$ cat src/rtl/rsp_ahb_lite_decoder_param.sv
// Parametrised single-master AHB-Lite address decoder and response multiplexer.
// The address and control path passes straight through. A registered data-phase
// select steers the slave responses back to the master. The block also contains
// a two-cycle ERROR default slave, one remappable region and a stalled-slave
// timeout monitor.
module rsp_ahb_lite_decoder_param #(
    parameter int unsigned                    NUM_SLAVES  = 3,
    parameter int unsigned                    ADDR_W      = 32,
    parameter int unsigned                    DATA_W      = 32,
    parameter logic [NUM_SLAVES*ADDR_W-1:0]   SLV_BASE    = {32'h2000_0000, 32'h1000_0000, 32'h0000_0000},
    parameter logic [NUM_SLAVES*ADDR_W-1:0]   SLV_MASK    = {32'hF000_0000, 32'hF000_0000, 32'hF000_0000},
    parameter logic [ADDR_W-1:0]              REMAP_BASE  = '0,
    parameter int unsigned                    REMAP_SLV   = 0,
    parameter int unsigned                    TIMEOUT_CYC = 256
) (
    input  logic                           HCLK,
    input  logic                           HRESET,
    input  logic [3:0]                     REMAP,
    input  logic [ADDR_W-1:0]              HADDRS,
    input  logic [1:0]                     HTRANSS,
    input  logic                           HWRITES,
    input  logic [2:0]                     HSIZES,
    input  logic [2:0]                     HBURSTS,
    input  logic [3:0]                     HPROTS,
    input  logic [DATA_W-1:0]              HWDATAS,
    input  logic                           HMASTLOCKS,
    output logic [DATA_W-1:0]              HRDATAS,
    output logic                           HREADYS,
    output logic                           HRESPS,
    output logic [NUM_SLAVES-1:0]          HSELM,
    output logic [ADDR_W-1:0]              HADDRM,
    output logic [1:0]                     HTRANSM,
    output logic                           HWRITEM,
    output logic [2:0]                     HSIZEM,
    output logic [2:0]                     HBURSTM,
    output logic [3:0]                     HPROTM,
    output logic [DATA_W-1:0]              HWDATAM,
    output logic                           HMASTLOCKM,
    output logic                           HREADYMUX,
    input  logic [NUM_SLAVES*DATA_W-1:0]   HRDATAM,
    input  logic [NUM_SLAVES-1:0]          HREADYOUTM,
    input  logic [NUM_SLAVES-1:0]          HRESPM,
    input  logic                           TIMEOUT_CLR,
    output logic                           TIMEOUT_IRQ,
    output logic [2:0]                     TIMEOUT_SLV
);

    localparam int unsigned       IDX_W      = 3;
    localparam int unsigned       CNT_W      = (TIMEOUT_CYC == 0) ? 1 : $clog2(TIMEOUT_CYC + 1);
    localparam logic [CNT_W-1:0]  TO_MAX     = CNT_W'(TIMEOUT_CYC);
    localparam logic [CNT_W-1:0]  TO_LAST    = CNT_W'(TIMEOUT_CYC - 1);
    localparam logic              TO_EN      = (TIMEOUT_CYC != 0);
    localparam logic [ADDR_W-1:0] REMAP_MASK = SLV_MASK[REMAP_SLV*ADDR_W +: ADDR_W];

    typedef enum logic [1:0] {
        ST_IDLE = 2'd0,
        ST_ERR1 = 2'd1,
        ST_ERR2 = 2'd2
    } err_state_t;

    logic                 dec_hit;
    logic [IDX_W-1:0]     dec_idx;
    logic                 dsel_slv_q;
    logic [IDX_W-1:0]     dsel_idx_q;
    err_state_t           err_state_q;
    logic                 err_act_q;
    logic                 err_rdy_q;
    logic [CNT_W-1:0]     to_cnt_q;
    logic                 to_irq_q;
    logic [IDX_W-1:0]     to_slv_q;
    logic                 hready;
    logic                 hresp;
    logic [DATA_W-1:0]    hrdata;
    logic                 accept_err;
    logic                 stall;
    logic                 to_hit;
    logic                 unused_remap;

    // Broadcast the master address/control/write-data bus to every slave.
    assign HADDRM     = HADDRS;
    assign HTRANSM    = HTRANSS;
    assign HWRITEM    = HWRITES;
    assign HSIZEM     = HSIZES;
    assign HBURSTM    = HBURSTS;
    assign HPROTM     = HPROTS;
    assign HWDATAM    = HWDATAS;
    assign HMASTLOCKM = HMASTLOCKS;

    assign unused_remap = ^REMAP[3:1];

    // Address decode: lowest matching index wins, the remap region overrides all.
    always_comb begin
        dec_hit = 1'b0;
        dec_idx = '0;
        HSELM   = '0;
        for (int i = int'(NUM_SLAVES) - 1; i >= 0; i--) begin
            if ((HADDRS & SLV_MASK[i*ADDR_W +: ADDR_W]) == SLV_BASE[i*ADDR_W +: ADDR_W]) begin
                dec_hit = 1'b1;
                dec_idx = IDX_W'(i);
            end
        end
        if (REMAP[0] && ((HADDRS & REMAP_MASK) == (REMAP_BASE & REMAP_MASK))) begin
            dec_hit = 1'b1;
            dec_idx = IDX_W'(REMAP_SLV);
        end
        for (int i = 0; i < int'(NUM_SLAVES); i++) begin
            if (dec_hit && (dec_idx == IDX_W'(i))) begin
                HSELM[i] = 1'b1;
            end
        end
    end

    // Response mux: default slave first, then the selected real slave, else OKAY.
    always_comb begin
        hready = 1'b1;
        hresp  = 1'b0;
        hrdata = '0;
        if (err_act_q) begin
            hready = err_rdy_q;
            hresp  = 1'b1;
        end else if (dsel_slv_q) begin
            for (int i = 0; i < int'(NUM_SLAVES); i++) begin
                if (dsel_idx_q == IDX_W'(i)) begin
                    hready = HREADYOUTM[i];
                    hresp  = HRESPM[i];
                    hrdata = HRDATAM[i*DATA_W +: DATA_W];
                end
            end
        end
    end

    assign HREADYS     = hready;
    assign HREADYMUX   = hready;
    assign HRESPS      = hresp;
    assign HRDATAS     = hrdata;
    assign TIMEOUT_IRQ = to_irq_q;
    assign TIMEOUT_SLV = to_slv_q;

    assign accept_err = hready && HTRANSS[1] && !dec_hit;
    assign stall      = dsel_slv_q && !hready;
    assign to_hit     = TO_EN && stall && (to_cnt_q == TO_LAST);

    // Data-phase select: captured whenever an address phase is accepted.
    always_ff @(posedge HCLK) begin
        if (HRESET) begin
            dsel_slv_q <= 1'b0;
            dsel_idx_q <= '0;
        end else if (hready) begin
            dsel_slv_q <= HTRANSS[1] && dec_hit;
            dsel_idx_q <= dec_idx;
        end
    end

    // Default slave: two-cycle ERROR response for unmapped NONSEQ/SEQ transfers.
    always_ff @(posedge HCLK) begin
        if (HRESET) begin
            err_state_q <= ST_IDLE;
            err_act_q   <= 1'b0;
            err_rdy_q   <= 1'b1;
        end else begin
            case (err_state_q)
                ST_IDLE: begin
                    if (accept_err) begin
                        err_state_q <= ST_ERR1;
                        err_act_q   <= 1'b1;
                        err_rdy_q   <= 1'b0;
                    end
                end
                ST_ERR1: begin
                    err_state_q <= ST_ERR2;
                    err_rdy_q   <= 1'b1;
                end
                ST_ERR2: begin
                    if (accept_err) begin
                        err_state_q <= ST_ERR1;
                        err_rdy_q   <= 1'b0;
                    end else begin
                        err_state_q <= ST_IDLE;
                        err_act_q   <= 1'b0;
                    end
                end
                default: begin
                    err_state_q <= ST_IDLE;
                    err_act_q   <= 1'b0;
                    err_rdy_q   <= 1'b1;
                end
            endcase
        end
    end

    // Timeout monitor: saturating wait-state counter with sticky status; set beats clear.
    always_ff @(posedge HCLK) begin
        if (HRESET) begin
            to_cnt_q <= '0;
            to_irq_q <= 1'b0;
            to_slv_q <= '0;
        end else begin
            if (!stall) begin
                to_cnt_q <= '0;
            end else if (to_cnt_q != TO_MAX) begin
                to_cnt_q <= to_cnt_q + CNT_W'(1);
            end
            if (to_hit) begin
                to_irq_q <= 1'b1;
                if (!to_irq_q) begin
                    to_slv_q <= dsel_idx_q;
                end
            end else if (TIMEOUT_CLR) begin
                to_irq_q <= 1'b0;
            end
        end
    end

endmodule

$ cat config.mk
export PLATFORM = sky130hd
export DESIGN_NAME = rsp_ahb_lite_decoder_param
export DESIGN_NICKNAME = d
export VERILOG_FILES = /design/src/rtl/rsp_ahb_lite_decoder_param.sv
export SDC_FILE = /design/constraint.sdc
export NUM_CORES = 1
export LEC_CHECK = 0
export BUFFER_PORTS_ARGS = -buffer_cell sky130_fd_sc_hd__buf_2
export CAP_MARGIN = 20
export CORE_AREA = 10 10 112 114
export CTS_BUF_LIST = sky130_fd_sc_hd__clkbuf_16
export DETAILED_ROUTE_END_ITERATION = 8
export DIE_AREA = 0 0 122 124
export GPL_ROUTABILITY_DRIVEN = 0
export GPL_TIMING_DRIVEN = 0
export PLACE_DENSITY = 0.72
export SYNTH_ARGS = -nofsm -noshare
export SYNTH_HDL_FRONTEND = slang
export SYNTH_SLANG_ARGS = --single-unit
$ cat constraint.sdc
create_clock -name HCLK -period 3.31 [get_ports HCLK]
set_input_delay 0.1655 -clock HCLK [delete_from_list [all_inputs] [get_ports HCLK]]
set_output_delay 0.1655 -clock HCLK [all_outputs]
set_load 0.05 [all_outputs]
==> summary.md, run 1 <==
| Metric | Value |
|---|---|
| Outcome | finished clean |
| Register area | 380 sq um |
| Met3 usage | 3.89% |
| Slowest stage delay, CP | 0.41 ns |
| Cell taking the most area after synthesis | buf_4 |
| Drt via density | 4.17 |
| Kind of end point of the critical path | primary output |
| Final setup TNS | 0 ns |
| Reg2reg setup slack | 1.50 ns |
| First-pass GRT wire length | 15.8 mm |
| Skew final | 0.00269 ns |
| Post-Synth Adder-Cell Area | 1.61% |
| CTS tree | yes |
| Hold Crit Class | in2reg |
| Worst hold path stage count | 3 |
| Crit path arrival time | 2.46 ns |
| Syn Area/Cell | 7.02 sq um |
| Met2 Track Usage GR | 24.6% |
| Seq/Total Area, Yosys | 16.3% |
| Synth cell types | 36 |
| Post-CTS Setup Repair Bufs | 0 |
| RSZ-0062 raised after global routing | no |
| Filler Cell Count | 1135 |
| CP Cell Sequence | clkbuf_1 > nor2b_1 > clkbuf_1 > clkbuf_1 > a21oi_1 > nor2_1 > buf_2 |
| DRC | 0 |
| Min-delay src | TIMEOUT_CLR |
| Area Overhead vs Synth | 59.5% |
| Final WL | 11.4 mm |
| Routed wire length per instance | 16.3 microns |
| Yosys warns | 0 |
| H-tree depth | 1 |
| CP max stage cell | clkbuf_1 |
| Period minus WS final | 2.62 ns |
| IO Pins | 307 |
| Crit-path leading delay family | buffers and inverters |
| Port buffer count | 227 |
| Commonest cells in the netlist | 80 x buf_4, 76 x nor2_1, 38 x a21oi_1 |
| Ys async rst share | 0% |
| Syn Nets | 522 |
| Final #Nets | 754 |
| Hold endpoint | TIMEOUT_IRQ$_SDFFE_PP0P_ |
| Largest family of logic cells by synthesized area | buffers and inverters |
| Die ar. | 15100 sq um |
| Diode count | 0 |
| Max Buffers Root-to-Sink | 2 |
| Pin count of the biggest net entering global routing | 12 |
| Post-synth top area share | 25.8% |
| All-Layer GR Usage | 12.7% |
| Most common cell in the netlist | buf_4 |
| Reg2reg start | dsel_idx_q[0]$_SDFFE_PP0P_ |
| Simple-Gate Fraction of Synth Area | 21.2% |
| RR Endpoint | to_cnt_q[3]$_SDFFE_PP0P_ |
| Multi-input gate area | 1260 sq um |
| Reg2Reg Depth | 4 |
| CP max FO | 10 |
| Final hold slack | 0.211 ns |
| Vias post-DR | 2915 |
| CP Launch Type | register |
| Syn Std Cell Area | 2330 sq um |
| Power Density | 267 nW/um^2 |
| Multiplexer area fraction after synthesis | 15.9% |
| Final period utilization | 79.3% |
| Initial antenna violation count | 0 |
| Post-synth top flop | dfxtp_1 |
| Buf/Inv on CP | 4 |
| # hold bufs at CTS | 0 |
| TritonCTS Sinks | 19 |
| Crit Path Category | reg2out |
| Complex-gate fraction of the synthesized area | 12.7% |
| Busiest grt layer | met2 |
| Cell mode on critical path | clkbuf_1 |
| Area contributors post-synth | buf_4 26%, dfxtp_1 16%, mux2i_1 15% |
| Final setup viols | 0 |
| Root buffer cell | clkbuf_16 |
| FP Rows | 37 |
| Final Hold Viols | 0 |
| Num CTS Buffers | 3 |
| M1 GR Usage | 13.1% |
| Post-DRT Antenna Nets | 0 |
| EDFF count, synth | 0 |
| Xor and xnor area share after synthesis | 2.25% |
| DRT iter0 DRCs | 157 |
| Initial Util | 22.8% |
| Cts repair resizes | 0 |
| Fin. max-slew vios | 0 |
| Share of cells above drive strength 1 | 56.8% |
| Skew-Pair Late Insertion Delay | 0.25 ns |
| Setup crit start | dsel_idx_q[0]$_SDFFE_PP0P_ |
| CORE AREA | 10200 sq um |
| Chip Height | 124 microns |
| Gr ovfl total | 0 |
| Worst Path Required | 3.14 ns |
| Number of global-route vias before repair | 2890 |
| Die Wd | 122 microns |
| Clock transition at path regs | 0.05 ns |
| Worst Tran Pin Value | 0.697 ns |
| Leakage | 1.95 nW |
| Max-cap violations | 0 |
| Worst vdd ir | 0.147 mV |
| DP Wirelength | 10.1 mm |
| Slew headroom | 53.3% |
| First drt pass iteration count | 5 |
| Post-synthesis instance total | 332 |
| F_max | 0.381 GHz |
| Flops & latches, synth | 19 |
[cells in the final DEF, fill, tap and decap left out, drive strengths merged]
cell type | netlist | final
buf | 88 | 315
nor2 | 76 | 76
a21oi | 38 | 38
mux2i | 36 | 36
dfxtp | 19 | 19
clkbuf | 10 | 13
nand2 | 8 | 8
nand3 | 7 | 7
nand2b | 5 | 5
inv | 5 | 5
o21ai | 4 | 4
nand4 | 3 | 3
nor4b | 3 | 3
xnor2 | 3 | 3
xor2 | 3 | 3
ha | 3 | 3
nor4 | 2 | 2
nor3b | 2 | 2
o211ai | 2 | 2
a211oi | 2 | 2
o31ai | 1 | 1
mux2 | 1 | 1
nor3 | 1 | 1
nor2b | 1 | 1
a21o | 1 | 1
o31a | 1 | 1
or3 | 1 | 1
a31oi | 1 | 1
nand4b | 1 | 1
a211o | 1 | 1
nand3b | 1 | 1
and3 | 1 | 1
conb | 1 | 1
clkinv | 0 | 1
[state kept, by name (all words and copies together) (netlist names)]
register and count:
err_state_q 2, err_act_q 1, TIMEOUT_IRQ 1, err_rdy_q 1, dsel_idx_q 2, to_cnt_q 9
dsel_slv_q 1, TIMEOUT_SLV 2
[worst reg2reg max path, cell delays in order, from the launching register on]
cell	delay, ns
dfxtp_1	0.34
clkbuf_1	0.40
nor3_1	0.21
o211ai_1	0.61
nor2_1	0.11
[how the worst max path moves through the flow]
stage	end	slack [ns]	cells past startpoint
after floorplan	dsel_idx_q[0]$_SDFFE_PP0P_	1.01	3
after global placement	HRDATAS[3]	0.95	7
after detailed placement	HRDATAS[3]	0.95	7
after CTS	HRDATAS[3]	0.66	7
after global routing	HRDATAS[14]	0.52	7
final	HRDATAS[3]	0.69	7
[per-stage QoR]
stage	setup slack (ns)	util [%]	area [sq um]	cells	total power [mW]
2_1_floorplan	1.01	-	2330	332	0.615
3_3_place_gp	0.949	35.6	3640	695	0.752
3_5_place_dp	0.949	35.6	3640	695	0.755
4_1_cts	0.661	36.3	3720	699	1.01
5_1_grt	0.519	36.3	3720	699	1.05
6_report	0.686	36.3	3720	699	0.994
[kinds of logic after synthesis]
| group | count (synthesis) |
|---|---|
| mux | 37 |
| flops | 19 |
| fa+ha+maj | 3 |
| buf+inv | 103 |
| compound gates | 51 |
| other cells | 1 |
| simple gates | 112 |
| xor+xnor | 6 |
[power breakdown]
| group | internal, mW | leakage, nW | total [mW] | switching [mW] |
|---|---|---|---|---|
| registers | 0.234 | 0.154 | 0.239 | 0.00475 |
| logic | 0.182 | 1.76 | 0.509 | 0.327 |
| clock network | 0.162 | 0.0409 | 0.246 | 0.0841 |
| total | 0.578 | 1.95 | 0.994 | 0.416 |
[routing by layer]
metal	up-vias	part of all wire, %	wire length, microns
met1	1289	35	3990
met4	0	1.1	120
met5	-	0	0
met3	12	9.7	1100
met2	129	54	6150
li1	1485	-	-
[layout make-up]
type	instances	share of cell area, %
plain buffers	98	18.2
repair buffers	227	30.6
clock inverters	1	0.135
well taps	136	4.58
inverters	5	0.505
clock buffers	3	2.02
flip-flops and latches	19	10.2
multi-input cells	210	33.8
(Power assumes the default switching activity.)
==> inputs of run 2 (changes only) <==
Settings changed: CORE_AREA 10 10 112 114 to 10 10 109 111, DIE_AREA 0 0 122 124 to 0 0 119 121, PLACE_DENSITY 0.72 to 0.78.
Clock period 3.31 ns to 2.2 ns, I/O delays scaled along.
==> run 2 against run 1 <==
Compared with the run above:
- via count rose by 1.1%
- non-clock buffer count unchanged
- critical endpoint is now HRDATAS[7]
- die area is 4.8% lower
- largest cell class unchanged
- setup slack worse by 0.48 ns
==> summary.md, run 2 (synthesis gave the netlist of run 1 again) <==
| Metric | Value |
|---|---|
| Outcome | finished clean |
| CTS tree | yes |
| CORE AREA | 9640 sq um (-5.8%) |
| Share of cells above drive strength 1 | 58.3% (+1.4 points) |
| Vias post-DR | 2948 (+1.1%) |
| IO Pins | 307 (unchanged) |
| Max Buffers Root-to-Sink | 2 (unchanged) |
| Port buffer count | 227 (unchanged) |
| Slew headroom | 54.3% (+0.96 points) |
| Final core utilization | 39.1% (+2.8 points) |
| Die Wd | 119 microns (-2.5%) |
| F_max | 0.501 GHz |
| Crit path arrival time | 1.89 ns (-0.57 ns) |
| Post-Place Cells | 692 (-0.43%) |
| Final setup viols | 0 (unchanged) |
| Commonest cells after routing, fill and taps aside | 223 x buf_2, 80 x buf_4, 76 x nor2_1 |
| Max reg flops | 9 (unchanged) |
| Number of global-route vias before repair | 2823 (-2.3%) |
| Crit Path Category | reg2out |
| Post-Layout Cell Count | 696 (-0.43%) |
| Gr ovfl total | 0 (unchanged) |
| # hold bufs at CTS | 0 (unchanged) |
| Num CTS Buffers | 3 (unchanged) |
| Clock transition at path regs | 0.06 ns (about the same) |
| Total power | 1.51 mW (+51%) |
| CP max stage cell | dfxtp_1 |
| Final period utilization | 90.7% |
| Die ar. | 14400 sq um (-4.8%) |
| Max-cap violations | 0 (unchanged) |
| Skew-Pair Late Insertion Delay | 0.25 ns (about the same) |
| Commonest non-fill, non-tap cell in the layout | buf_2 |
| Worst Path Required | 2.09 ns (-1.05 ns) |
| Fin area | 3770 sq um (+1.4%) |
| Filler Cell Count | 1041 (-8.3%) |
| Hold Crit Class | in2reg |
| Register area | 380 sq um (unchanged) |
| Fin. max-slew vios | 0 (unchanged) |
| Area Overhead vs Synth | 61.7% |
| Slowest stage delay, CP | 0.34 ns (-0.07 ns) |
| Diode count | 0 (unchanged) |
| DP Area | 3650 sq um (+0.24%) |
| Final Hold Viols | 0 (unchanged) |
| Place WS | -0.158 ns (-1.11 ns) |
| Worst vdd ir | 0.487 mV (+230%) |
| Initial antenna violation count | 0 (unchanged) |
| Drt via density | 4.24 (+1.6%) |
| Largest Register | to_cnt_q |
| First drt pass iteration count | 4 (-1) |
| CP Cell Sequence | clkbuf_4 > nor2b_1 > clkbuf_2 > clkbuf_2 > a21oi_1 > nor2_1 > buf_2 |
| Power Density | 399 nW/um^2 (+49%) |
| Post-DRT Antenna Nets | 0 (unchanged) |
| CP Launch Type | register |
| DRC | 0 (unchanged) |
| DRT iter0 DRCs | 240 (+53%) |
| RSZ-0062 raised after global routing | no |
| CP max FO | 10 (unchanged) |
| Multi-input gate area | 1270 sq um (+1.4%) |
| Final WL | 11.5 mm (+1.6%) |
| Worst Tran Pin Value | 0.683 ns (-0.0143 ns) |
| TritonCTS Sinks | 19 (unchanged) |
| DP Wirelength | 10.3 mm (+2.0%) |
| Routed wire length per instance | 16.6 microns (+2.1%) |
| Skew final | 0.00681 ns (+0.00413 ns) |
| FP Rows | 36 (-2.7%) |
| Kind of end point of the critical path | primary output |
| Pin count of the biggest net entering global routing | 12 (unchanged) |
| Period minus WS final | 2.00 ns |
| All-Layer GR Usage | 14.0% (+1.3 points) |
| Leakage | 1.97 nW (+0.76%) |
| Final #Nets | 754 (unchanged) |
| Final WS setup | 0.204 ns (-0.482 ns) |
| Post-CTS Setup Repair Bufs | 0 (unchanged) |
| H-tree depth | 1 (unchanged) |
| Root buffer cell | clkbuf_16 |
| Initial Util | 24.2% (+1.4 points) |
| Cell mode on critical path | clkbuf_2 |
| Chip Height | 121 microns (-2.4%) |
| First-pass GRT wire length | 16.5 mm (+4.3%) |
[run 2: cell types whose count changed in the layout (fill, tap and decap cells not counted)]
cell      delta
clkbuf_1     -5
clkbuf_4    +13
buf_2       -10
nor3_1       -1
nor4b_2      +2
nor4b_1      -2
nor3_2       +1
clkbuf_2     +2
[run 2: area by class of cell]
type	count	area share (%)
Clock inverter	1	0.133
Timing Repair Buffer	227	30.6
Clock buffer	3	1.99
Buffer	98	18.5
Tap cell	133	4.41
Multi-Input combinational cell	210	33.8
Inverter	5	0.498
Sequential cell	19	10.1
[run 2: metrics by stage]
| step | hold slack (ns) | TNS [ns] |
|---|---|---|
| floorplan | 0.264 | 0 |
| global placement | 0.417 | -3.37 |
| detailed placement | 0.406 | -3.45 |
| CTS | 0.137 | 0 |
| global route | 0.167 | 0 |
| finish | 0.149 | 0 |
[run 2: critical path: cells and delay by family, from the launching register on]
family          cells  cell delay, ns
buf+inv             4            0.95
flops               1            0.34
simple gates        2            0.23
compound gates      1            0.10
[run 2: final timing paths]
kind	startpoint	end	slack (ns)	cells past startpoint
worst max-delay path	dsel_idx_q[0]$_SDFFE_PP0P_	HRDATAS[7]	0.20	7
worst min-delay path	TIMEOUT_CLR	TIMEOUT_IRQ$_SDFFE_PP0P_	0.15	3
worst max register to register	err_act_q$_SDFFE_PP0P_	TIMEOUT_SLV[0]$_SDFFE_PP0P_	0.40	6
worst min register to register	err_rdy_q$_SDFFE_PP1P_	err_rdy_q$_SDFFE_PP1P_	0.46	1
[run 2: report_power, final]
group,total [mW],internal [mW],switching (mW),leakage (nW)
combinational,0.772,0.276,0.496,1.77
sequential,0.360,0.353,0.00694,0.154
clock,0.373,0.244,0.129,0.0409
total,1.51,0.873,0.632,1.97
[run 2: layer usage]
metal  up-vias  global-route usage, %  part of all wire, %
met2       143                   26.7                   55
met5         -                      0                    0
met3         9                   3.68                  7.5
met1      1308                   15.3                   37
met4         0                   2.29                 0.93
li1       1488                      -                    -
[run 2: repair_timing]
item                                    4_1_cts  5_1_grt
resized for setup                             5       17
endpoints found under the setup margin       32       31
hold endpoints to repair                      0        0
gates cloned                                  0        0
==> inputs of run 3 (changes only) <==
Settings changed: CORE_AREA 10 10 109 111 to 10 10 112 114, CTS_BUF_LIST sky130_fd_sc_hd__clkbuf_16 to default, DIE_AREA 0 0 119 121 to 0 0 122 124, PLACE_DENSITY 0.78 to 0.72.
Clock period 2.2 ns to 2.3 ns, I/O delays scaled along.
==> run 3 against run 2 <==
Compared with the run above:
- cell count grew 0.43%
- total power fell by 13%
- clock skew is 0.0058 ns lower
- sequential share of layout area up 0.22 points
- routed wire length is 1.5% lower
- cell area fell by 2.1%
- core utilization shrank 3.0 points
- clock-buffer cell count unchanged
- global-route usage is 1.2 points lower
- clock power fell by 38%
- critical endpoint is now HRDATAS[3]
==> summary.md, run 3 (synthesis gave the netlist of run 1 again) <==
| Metric | Value |
|---|---|
| Outcome | finished clean |
| Initial Util | 22.8% (-1.4 points) |
| Routed wire length per instance | 16.3 microns (-1.9%) |
| Die Wd | 122 microns (+2.5%) |
| Drt via density | 4.17 (-1.5%) |
| Hold Crit Class | in2reg |
| Gr ovfl total | 0 (unchanged) |
| Final Hold Viols | 0 (unchanged) |
| Port buffer count | 227 (unchanged) |
| Post-DRT Antenna Nets | 0 (unchanged) |
| Skew-Pair Late Insertion Delay | 0.25 ns (about the same) |
| Buf/Inv on CP | 3 (-1) |
| DRC | 0 (unchanged) |
| Final period utilization | 90.6% |
| Crit path arrival time | 1.97 ns (+0.08 ns) |
| TritonCTS Sinks | 19 (unchanged) |
| Total power | 1.31 mW (-13%) |
| Slowest stage delay, CP | 0.36 ns (+0.02 ns) |
| FP Rows | 37 (+2.8%) |
| Slew headroom | 53.2% (-1.0 points) |
| Fin. max-slew vios | 0 (unchanged) |
| Vias post-DR | 2916 (-1.1%) |
| Setup crit end | HRDATAS[3] |
| DP Wirelength | 10.1 mm (-2.0%) |
| Die ar. | 15100 sq um (+5.1%) |
| Kind of end point of the critical path | primary output |
| Root buffer cell | clkbuf_8 |
| Power Density | 354 nW/um^2 (-11%) |
| Chip Height | 124 microns (+2.5%) |
| CTS tree | yes |
| Cell mode on critical path | buf_2 |
| First-pass GRT wire length | 15.9 mm (-4.0%) |
| Area Overhead vs Synth | 58.3% |
| H-tree depth | 1 (unchanged) |
| Skew final | 0.00106 ns (-0.00575 ns) |
| Num CTS Buffers | 3 (unchanged) |
| CP Cell Sequence | buf_2 > buf_2 > mux2i_1 > nor2_1 > a21oi_1 > nor2_1 > buf_2 |
| Worst vdd ir | 0.191 mV (-61%) |
| Stages on worst setup path | 7 (unchanged) |
| Largest Register | to_cnt_q |
| CORE AREA | 10200 sq um (+6.1%) |
| F_max | 0.480 GHz |
| Worst Tran Pin Value | 0.698 ns (+0.0154 ns) |
| First drt pass iteration count | 4 (unchanged) |
| Max Buffers Root-to-Sink | 2 (unchanged) |
| Reg2Reg Depth | 5 (-1) |
| Clock transition at path regs | 0.07 ns (about the same) |
| Reg2reg setup slack | 0.49 ns (+0.09 ns) |
| Max reg flops | 9 (unchanged) |
| Number of global-route vias before repair | 2895 (+2.6%) |
| Final setup viols | 0 (unchanged) |
| All-Layer GR Usage | 12.8% (-1.2 points) |
| Crit Path Category | reg2out |
| RSZ-0062 raised after global routing | no |
| Worst Path Required | 2.18 ns (+0.09 ns) |
| Period minus WS final | 2.08 ns |
| CP Launch Type | register |
| IO Pins | 307 (unchanged) |
| DRT iter0 DRCs | 143 (-40%) |
| Final core utilization | 36.1% (-3.0 points) |
| Crit-path leading delay family | buffers and inverters |
| Initial antenna violation count | 0 (unchanged) |
| Commonest cells after routing, fill and taps aside | 233 x buf_2, 80 x buf_4, 76 x nor2_1 |
| RR Endpoint | to_cnt_q[8]$_SDFFE_PP0P_ |
| Pin count of the biggest net entering global routing | 12 (unchanged) |
| Setup crit start | dsel_idx_q[1]$_SDFFE_PP0P_ |
| Diode count | 0 (unchanged) |
| Final WL | 11.4 mm (-1.5%) |
| Max-cap violations | 0 (unchanged) |
| Reg2reg start | dsel_slv_q$_SDFFE_PP0P_ |
| Final #Nets | 754 (unchanged) |
| Final hold slack | 0.158 ns (+0.00957 ns) |
| Commonest non-fill, non-tap cell in the layout | buf_2 |
| Share of cells above drive strength 1 | 57.7% (-0.53 points) |
| CP max stage cell | buf_2 |
| Leakage | 1.96 nW (-0.66%) |
| Filler Cell Count | 1137 (+9.2%) |
| CP max FO | 10 (unchanged) |
| # hold bufs at CTS | 0 (unchanged) |
## run 3: layout make-up
cell class | count | area [sq um] | share of cell area [%]
Tap cell | 136 | 170 | 4.61
Clock buffer | 3 | 41.3 | 1.12
Buffer | 98 | 682 | 18.5
Sequential cell | 19 | 380 | 10.3
Inverter | 5 | 18.8 | 0.509
Multi-Input combinational cell | 210 | 1260 | 34.0
Clock inverter | 1 | 5.00 | 0.136
Timing Repair Buffer | 227 | 1140 | 30.8
## run 3: how the worst min path moves through the flow
stage,from,to,cells past startpoint
final,TIMEOUT_CLR,TIMEOUT_IRQ$_SDFFE_PP0P_,3
after global routing,HTRANSS[1],dsel_slv_q$_SDFFE_PP0P_,3
after CTS,HTRANSS[1],dsel_slv_q$_SDFFE_PP0P_,3
after detailed placement,HTRANSS[1],dsel_slv_q$_SDFFE_PP0P_,3
after global placement,HTRANSS[1],dsel_slv_q$_SDFFE_PP0P_,3
after floorplan,HTRANSS[1],dsel_slv_q$_SDFFE_PP0P_,2
## run 3: power breakdown
part	internal, mW	switching (mW)	leakage (nW)	total [mW]
sequential	0.337	0.00698	0.154	0.344
combinational	0.262	0.471	1.78	0.733
clock	0.120	0.111	0.0255	0.231
total	0.719	0.589	1.96	1.31
## run 3: per-layer routing
layer | track usage [%] | wire length, microns | up-vias
met5 | 0 | 0 | -
met4 | 2.91 | 124 | 0
met3 | 4.03 | 1130 | 12
met2 | 24.8 | 6150 | 131
met1 | 12.9 | 3970 | 1288
li1 | - | - | 1485
## run 3: metrics by stage
| stage | area (sq um) | cells | setup WS (ns) | setup TNS (ns) |
|---|---|---|---|---|
| floorplan | 2330 | 332 | 0.0495 | 0 |
| global placement | 3640 | 695 | -0.0107 | -0.0107 |
| detailed placement | 3640 | 695 | -0.0109 | -0.0109 |
| CTS | 3690 | 699 | 0.0132 | 0 |
| global route | 3690 | 699 | 0.0164 | 0 |
| finish | 3690 | 699 | 0.215 | 0 |
## run 3: what timing repair did
item / 4_1_cts / 5_1_grt
setup buffers: 0 / 0
endpoints found under the setup margin: 30 / 30
cloned: 0 / 0
resized for setup: 4 / 2
## run 3: tightest hold or removal path: stages
cell and delay, ns:
buf_2 0.07, nand2b_1 0.11, a21oi_1 0.07
